===== config.mk =====
export PLATFORM = sky130hd
export DESIGN_NAME = uart_cmd_responder
export DESIGN_NICKNAME = d
export VERILOG_FILES = /design/src/rtl/uart_resp_pkg.sv /design/src/rtl/uart_resp_tx_seq.sv /design/src/rtl/uart_cmd_responder.sv
export SDC_FILE = /design/constraint.sdc
export NUM_CORES = 1
export LEC_CHECK = 0
export BUFFER_PORTS_ARGS = -buffer_cell sky130_fd_sc_hd__buf_2
export CAP_MARGIN = 20
export CORE_UTILIZATION = 60
export CTS_BUF_LIST = sky130_fd_sc_hd__clkbuf_4
export DETAILED_ROUTE_END_ITERATION = 7
export PLACE_DENSITY = 0.82
export SLEW_MARGIN = 20
export SYNTH_ARGS = -nofsm -noshare
export SYNTH_HDL_FRONTEND = slang
export SYNTH_HIERARCHICAL = 1
export SYNTH_SLANG_ARGS = --single-unit

===== constraint.sdc =====
create_clock -name clk -period 9.1 [get_ports clk]
set_clock_uncertainty 0.2 [all_clocks]
set_input_delay 0.91 -clock clk [delete_from_list [all_inputs] [get_ports clk]]
set_output_delay 0.91 -clock clk [all_outputs]
set_load 0.01 [all_outputs]

===== src/rtl/uart_resp_pkg.sv =====
// Shared constants for the UART command responder: frame sync bytes,
// command and status codes, FSM state encodings and the response frame
// layout. Used by uart_cmd_responder and uart_resp_tx_seq.
package uart_resp_pkg;

   // Frame sync bytes
   localparam logic [7:0] SYNC_CMD  = 8'hA5;
   localparam logic [7:0] SYNC_RESP = 8'h5A;

   // Command codes
   localparam logic [7:0] CMD_WRITE = 8'h01;
   localparam logic [7:0] CMD_READ  = 8'h02;

   // Response status codes
   localparam logic [7:0] STS_OK       = 8'h00;
   localparam logic [7:0] STS_CSUM_ERR = 8'hE1;
   localparam logic [7:0] STS_CMD_ERR  = 8'hE2;

   // Frame parser states
   localparam logic [2:0] ST_HUNT   = 3'd0;
   localparam logic [2:0] ST_CMD    = 3'd1;
   localparam logic [2:0] ST_ADDR   = 3'd2;
   localparam logic [2:0] ST_DATA   = 3'd3;
   localparam logic [2:0] ST_CSUM   = 3'd4;
   localparam logic [2:0] ST_EXEC   = 3'd5;
   localparam logic [2:0] ST_RDWAIT = 3'd6;
   localparam logic [2:0] ST_RESP   = 3'd7;

   // Transmit sequencer phases
   localparam logic [1:0] TX_IDLE = 2'd0;
   localparam logic [1:0] TX_REQ  = 2'd1;
   localparam logic [1:0] TX_WAIT = 2'd2;

   // Response frame, first byte on the wire is 'sync'
   typedef struct packed {
      logic [7:0] sync;
      logic [7:0] status;
      logic [7:0] rdata;
      logic [7:0] chk;
   } resp_t;

   // Build a response frame; the trailer is STATUS^RDATA.
   function automatic resp_t make_resp(input logic [7:0] status,
                                       input logic [7:0] rdata);
      resp_t r;
      r.sync   = SYNC_RESP;
      r.status = status;
      r.rdata  = rdata;
      r.chk    = status ^ rdata;
      return r;
   endfunction

   // Select byte i (0 = first on the wire) of a response frame.
   function automatic logic [7:0] resp_byte(input resp_t r,
                                            input logic [1:0] i);
      logic [7:0] b;
      case (i)
         2'd0:    b = r.sync;
         2'd1:    b = r.status;
         2'd2:    b = r.rdata;
         default: b = r.chk;
      endcase
      return b;
   endfunction

endpackage


===== src/rtl/uart_resp_tx_seq.sv =====
// Response transmit sequencer: on a start pulse, latches a 4-byte response
// and sends it byte by byte over the tx_start/tx_busy handshake. tx_start is
// held with tx_data until tx_busy is seen high, dropped the next cycle, and
// the next byte is only requested once tx_busy has returned low. 'done' is
// high in the cycle the last byte's tx_busy is seen low.
module uart_resp_tx_seq
   import uart_resp_pkg::*;
(
   input  logic       clk,
   input  logic       reset,
   input  logic       start,
   input  resp_t      resp,
   input  logic       tx_busy,
   output logic [7:0] tx_data,
   output logic       tx_start,
   output logic       done
);

   logic [1:0] phase;
   logic [1:0] idx;
   logic [1:0] idx_nxt;
   resp_t      resp_q;

   assign idx_nxt = idx + 2'd1;

   // Hold the response frame for the bytes after the first.
   // NOTE: resp_q is deliberately left without a reset; it is always loaded on
   // start before any of its bytes are read, so a reset would only add muxing.
   always_ff @(posedge clk) begin
      if (start && phase == TX_IDLE) begin
         resp_q <= resp;
      end
   end

   // Per-byte request/acknowledge handshake with the UART transmitter.
   // NOTE: sequential state uses non-blocking assignments so every flop samples
   // the pre-edge values; blocking here would create order-dependent races.
   always_ff @(posedge clk or posedge reset) begin
      if (reset) begin
         phase    <= TX_IDLE;
         idx      <= 2'd0;
         tx_data  <= 8'h00;
         tx_start <= 1'b0;
      end else begin
         case (phase)
            TX_IDLE: begin
               if (start) begin
                  tx_data  <= resp.sync;
                  tx_start <= 1'b1;
                  idx      <= 2'd0;
                  phase    <= TX_REQ;
               end
            end
            TX_REQ: begin
               if (tx_busy) begin
                  tx_start <= 1'b0;
                  phase    <= TX_WAIT;
               end
            end
            TX_WAIT: begin
               if (!tx_busy) begin
                  if (idx == 2'd3) begin
                     phase <= TX_IDLE;
                  end else begin
                     idx      <= idx_nxt;
                     tx_data  <= resp_byte(resp_q, idx_nxt);
                     tx_start <= 1'b1;
                     phase    <= TX_REQ;
                  end
               end
            end
            default: phase <= TX_IDLE;
         endcase
      end
   end

   assign done = (phase == TX_WAIT) && !tx_busy && (idx == 2'd3);

endmodule


===== src/rtl/uart_cmd_responder.sv =====
// UART command responder. Parses 5-byte command frames
// (A5, CMD, ADDR, DATA, CMD^ADDR^DATA) from the receive byte stream, performs
// one register write or read, and answers with a 4-byte response frame
// (5A, STATUS, RDATA, STATUS^RDATA) through uart_resp_tx_seq.
// Optional feature: define UART_RESP_TIMEOUT_EN to abandon a partial frame
// after TIMEOUT idle cycles; without it a partial frame waits indefinitely.
module uart_cmd_responder
   import uart_resp_pkg::*;
#(
   parameter int ADDR_W  = 8,
   parameter int TIMEOUT = 5300
) (
   input  logic              clk,
   input  logic              reset,
   input  logic [7:0]        rx_data,
   input  logic              rx_valid,
   input  logic              tx_busy,
   output logic [7:0]        tx_data,
   output logic              tx_start,
   output logic [ADDR_W-1:0] reg_addr,
   output logic [7:0]        reg_wdata,
   output logic              reg_we,
   output logic              reg_re,
   input  logic [7:0]        reg_rdata,
   output logic              busy,
   output logic [7:0]        err_cnt
);

   logic [2:0] state;
   logic       rx_valid_q;
   logic       rx_edge;
   logic [7:0] f_cmd;
   logic [7:0] f_addr;
   logic [7:0] f_data;
   logic [7:0] f_csum;
   logic       csum_ok;
   logic       cmd_ok;
   logic [7:0] status;
   logic [7:0] resp_rdata;
   logic       write_ok;
   logic       read_ok;
   logic       in_frame;
   logic       timeout_hit;
   logic       tx_go;
   logic       tx_done;
   resp_t      resp;

   // A byte counts only on the rising edge of rx_valid.
   assign rx_edge  = rx_valid && !rx_valid_q;
   assign in_frame = (state == ST_CMD) || (state == ST_ADDR) ||
                     (state == ST_DATA) || (state == ST_CSUM);

   // Frame checks; fields are frozen from EXEC until the next frame starts.
   assign csum_ok  = ((f_cmd ^ f_addr ^ f_data) == f_csum);
   assign cmd_ok   = (f_cmd == CMD_WRITE) || (f_cmd == CMD_READ);
   assign write_ok = (status == STS_OK) && (f_cmd == CMD_WRITE);
   assign read_ok  = (status == STS_OK) && (f_cmd == CMD_READ);

   // Status priority: checksum error before unknown command.
   // NOTE: every always_comb output gets a default first so no path leaves it
   // unassigned, which would otherwise infer a latch.
   always_comb begin
      status = STS_OK;
      if (!csum_ok) begin
         status = STS_CSUM_ERR;
      end else if (!cmd_ok) begin
         status = STS_CMD_ERR;
      end
   end

   // Response data: captured read data, echoed write data, or zero on error.
   always_comb begin
      resp_rdata = 8'h00;
      if (state == ST_RDWAIT) begin
         resp_rdata = reg_rdata;
      end else if (status == STS_OK) begin
         resp_rdata = f_data;
      end
   end

   assign resp = make_resp(status, resp_rdata);

   // Launch the response straight out of EXEC, or out of RDWAIT for reads.
   assign tx_go = ((state == ST_EXEC) && !read_ok) || (state == ST_RDWAIT);

   // Bus strobes last exactly the EXEC cycle.
   assign reg_we = (state == ST_EXEC) && write_ok;
   assign reg_re = (state == ST_EXEC) && read_ok;

   // Busy once a frame body is underway, until back in HUNT.
   assign busy = (state != ST_HUNT) && (state != ST_CMD);

`ifdef UART_RESP_TIMEOUT_EN
   localparam int CNT_W = $clog2(TIMEOUT + 1);

   logic [CNT_W-1:0] idle_cnt;

   // Inter-byte idle counter, restarted by each frame byte, parked outside CMD..CSUM.
   always_ff @(posedge clk or posedge reset) begin
      if (reset) begin
         idle_cnt <= '0;
      end else if (!in_frame || rx_edge || timeout_hit) begin
         idle_cnt <= '0;
      end else begin
         idle_cnt <= idle_cnt + 1'b1;
      end
   end

   // A byte arriving in the expiry cycle still counts.
   assign timeout_hit = in_frame && !rx_edge && (idle_cnt == CNT_W'(TIMEOUT));
`else
   // TIMEOUT has no effect in this build; a partial frame waits indefinitely.
   assign timeout_hit = (TIMEOUT < 0);
`endif

   // Frame parser, register access and response control.
   always_ff @(posedge clk or posedge reset) begin
      if (reset) begin
         state      <= ST_HUNT;
         rx_valid_q <= 1'b0;
         f_cmd      <= 8'h00;
         f_addr     <= 8'h00;
         f_data     <= 8'h00;
         f_csum     <= 8'h00;
         reg_addr   <= '0;
         reg_wdata  <= 8'h00;
         err_cnt    <= 8'h00;
      end else begin
         rx_valid_q <= rx_valid;
         if (timeout_hit) begin
            state <= ST_HUNT;
         end else begin
            case (state)
               ST_HUNT: begin
                  if (rx_edge && rx_data == SYNC_CMD) begin
                     state <= ST_CMD;
                  end
               end
               ST_CMD: begin
                  if (rx_edge) begin
                     f_cmd <= rx_data;
                     state <= ST_ADDR;
                  end
               end
               ST_ADDR: begin
                  if (rx_edge) begin
                     f_addr <= rx_data;
                     state  <= ST_DATA;
                  end
               end
               ST_DATA: begin
                  if (rx_edge) begin
                     f_data <= rx_data;
                     state  <= ST_CSUM;
                  end
               end
               ST_CSUM: begin
                  if (rx_edge) begin
                     f_csum    <= rx_data;
                     reg_addr  <= ADDR_W'(f_addr);
                     reg_wdata <= f_data;
                     state     <= ST_EXEC;
                  end
               end
               ST_EXEC: begin
                  if (status != STS_OK && err_cnt != 8'hFF) begin
                     err_cnt <= err_cnt + 8'd1;
                  end
                  state <= read_ok ? ST_RDWAIT : ST_RESP;
               end
               ST_RDWAIT: begin
                  state <= ST_RESP;
               end
               ST_RESP: begin
                  if (tx_done) begin
                     state <= ST_HUNT;
                  end
               end
               default: state <= ST_HUNT;
            endcase
         end
      end
   end

   uart_resp_tx_seq u_tx_seq (
      .clk      (clk),
      .reset    (reset),
      .start    (tx_go),
      .resp     (resp),
      .tx_busy  (tx_busy),
      .tx_data  (tx_data),
      .tx_start (tx_start),
      .done     (tx_done)
   );

endmodule

==> metrics <==
status finished, final reports clean; Die Y about 92 µm; final core utilization 69.2%; clock-pin transition on the worst setup and hold timing paths about 0.16 ns; Synth Register Bits about 110; Die Wd 91.8 µm; Power Density 338 nW/µm²; CTS root buf clkbuf_4; Syn Area/Cell approximately 13 µm²; worst slew pin tran just over 1 ns; GR Util met1 29.2%; setup TNS 0 ns; first-pass GRT wire length roughly 15 mm; CTS buffer count 9; antenna violations before repair 0; row cnt 32; Antenna Nets Post-Route 0; I/O pin cnt between 50 and 60; Syn. warnings 6; fraction of registers with async set/reset about 70%; Critical Path Fanout Max 5; CP top delay family simple AND/OR/NAND/NOR gates; most common cell after layout, fill and taps aside dfrtp_1; layout cell share with drive strength beyond 1 ~30%; fin crit share approximately two fifths; WL final ~9.1 mm; clk buf depth 2; n_diodes 0; Hold-fix buffers, CTS 0; Unique masters post-synth 55; final slew viol count 0; DPL Wire Length 6.58 mm; R2R Setup Slk between 6 and 7 ns; CP arrival between 2 and 2.5 ns; sequential share of the synthesized area 57.6%; max-cap viol count 0; postcts setup bufs 0; CTS tree done; Crit Path Class reg2out; clk_lat worst skew about 0.44 ns; # clock sinks about 110; Iter 0 DRT Violations 132; hold crit path type in2async; CP max stage delay roughly 0.50 ns; Port Buf Inserts 55; Final Wtd Congestion roughly 0.8; P_leak around 2.4 nW; ys flop type dfrtp_1; max_slew headroom 30.6%; crit-path cells xnor2_1 > xnor2_1 > nand4_1 > or3_2 > nor4b_1 > buf_2; Fin. Hold Viols 0; GR Layer Usage met3 roughly 4.6%; most frequent cells in the layout dfrtp_1, buf_2, mux2_2; Synth Instances around 380; Residual DRC 0; Startpoint Class flop; final net count roughly 470; number of global-route vias before repair between 3000 and 4000; initial core utilization 62.4%; final setup vio count 0; Max VDD drop about 220 µV; synthesized cell area 4840 µm²; fmax 287 MHz; met2 Use GR 41.2%; slowest cell on the critical path or3_2; cell depth of the worst flop-to-flop path 9; placed insts around 540; Worst Path Required roughly 8.0 ns; pin count of the biggest net entering global routing 61; # H-tree levels 3; DIE AREA between 8000 and 9000 µm²; Reg2Reg Capture Point u_tx_seq/resp_q[22]; CP Capture Type output pin; grt ovf 0; worst r2r src f_addr[7]; GRT Max-Usage Layer met2; WL/cell 16.5 µm; # resized after CTS 0; RSZ-0062 raised after global routing no; Pre-antenna DRT Iters 5; Storage cell area ~2800 µm²; GRT Overall Usage 23.6%; Post-synth EDFFs 32; DR vias roughly 3100; Layout area overhead 11.1%; CP dominant cell by count xnor2_1; Core Footprint slightly below 8000 µm²; Final Non-Filler Cells 553; multi-input logic area just under 2000 µm²; Buf+Inv Stages, Crit Path 1; Fill cells 574; via/cell ratio roughly 5.6; fin crit period between 3 and 4 ns
## cells in the mapped netlist, types with 2 or more instances
cell type  number  area share, %
o21bai_1        5           0.78
o32a_1          8            1.7
buf_6           2           0.46
nor2b_1         2           0.26
inv_1          16            1.2
nand3_1         6           0.62
a22oi_1         9            1.4
mux2_2         48             11
xnor2_1        25            4.5
a221oi_1        8            1.4
buf_1           4           0.31
nand2_1        25            1.9
conb_1          2           0.16
a21oi_1        13            1.3
a21o_1          2           0.31
nand2b_1        2           0.26
dfrtp_1        73             38
edfxtp_1       32             20
mux2i_1         2           0.41
o21ai_0         4           0.41
o21ai_1         2           0.21
and3_1          6           0.78
or4bb_1         2           0.46
nand4_1         2           0.26
o21a_1          9            1.4
or2_2           3           0.39
nor2_1         10           0.78
nor3b_1         5           0.78
clkbuf_1        7           0.54
xor2_1          9            1.6
ha_1            6            1.5
nor4b_1         3           0.54
o21ai_2         3           0.54
## routing by layer
layer | wire length, µm | part of all wire (%) | vias up
met2 | 4860 | 53 | 61
li1 | - | - | 1492
met3 | 272 | 3.0 | 8
met5 | 0 | 0 | -
met1 | 3910 | 43 | 1549
met4 | 105 | 1.1 | 0
## sequential cells by signal, summed over array words and instances (netlist names)
signal             flops
u_tx_seq/resp_q       32
err_cnt                8
f_addr                 8
f_cmd                  8
f_csum                 8
f_data                 8
reg_addr               8
reg_wdata              8
u_tx_seq/tx_data       8
state                  3
u_tx_seq/idx           2
u_tx_seq/phase         2
rx_valid_q             1
u_tx_seq/tx_start      1
## where the power goes
part	switching, W	internal (W)	leakage (nW)
sequential	0.000156	0.000700	1.18
combinational	0.000373	0.000355	1.11
clock	0.000148	0.0000838	0.0739
## worst reg2reg max path, cell delays in order, from the launching register on
cell and delay [ns]:
dfrtp_1 0.44, xor2_1 0.24, xnor2_1 0.17, nand4_1 0.19, or2_2 0.39, o21bai_1 0.22, nand2_1 0.14, nand2b_1 0.40
nor2_2 0.06, buf_4 0.27
## stage by stage
stage | setup slack [ns] | total power (W) | hold slack [ns] | area [µm²]
2_1_floorplan | 5.61 | 0.00139 | 0.300 | 4910
3_3_place_gp | 6.13 | 0.00155 | 0.274 | 5240
3_5_place_dp | 6.13 | 0.00160 | 0.282 | 5240
4_1_cts | 5.60 | 0.00183 | 0.271 | 5380
5_1_grt | 5.50 | 0.00194 | 0.273 | 5380
6_report | 5.62 | 0.00182 | 0.272 | 5380
## worst max-delay path by stage
stage	slack [ns]	cells after the start	startpoint	endpoint
global placement	6.13	6	f_data[0]	reg_we
CTS	5.60	6	f_addr[7]	reg_we
floorplan	5.61	10	f_cmd[1]	u_tx_seq/resp_q[0]
finish	5.62	6	f_cmd[0]	reg_we
detailed placement	6.13	6	f_data[0]	reg_we
global route	5.50	6	f_cmd[0]	reg_we
## cell type report
cell class / instances / area share, %
sequential: 105 / 51.8
multi-input combinational: 257 / 36.7
inverter: 16 / 1.12
tap: 102 / 2.37
clock buffer: 9 / 1.26
timing repair buffer: 57 / 5.40
clock inverter: 7 / 1.33
## logic make-up after synthesis
family | Yosys count | synth area share, %
simple gates | 77 | 8.86
flops | 105 | 57.6
xor+xnor | 34 | 6.15
compound gates | 70 | 10.8
fa+ha+maj | 6 | 1.55
other cells | 2 | 0.155
buf+inv | 32 | 3.05
mux | 51 | 11.9
Power figures use the tool's default switching activity.
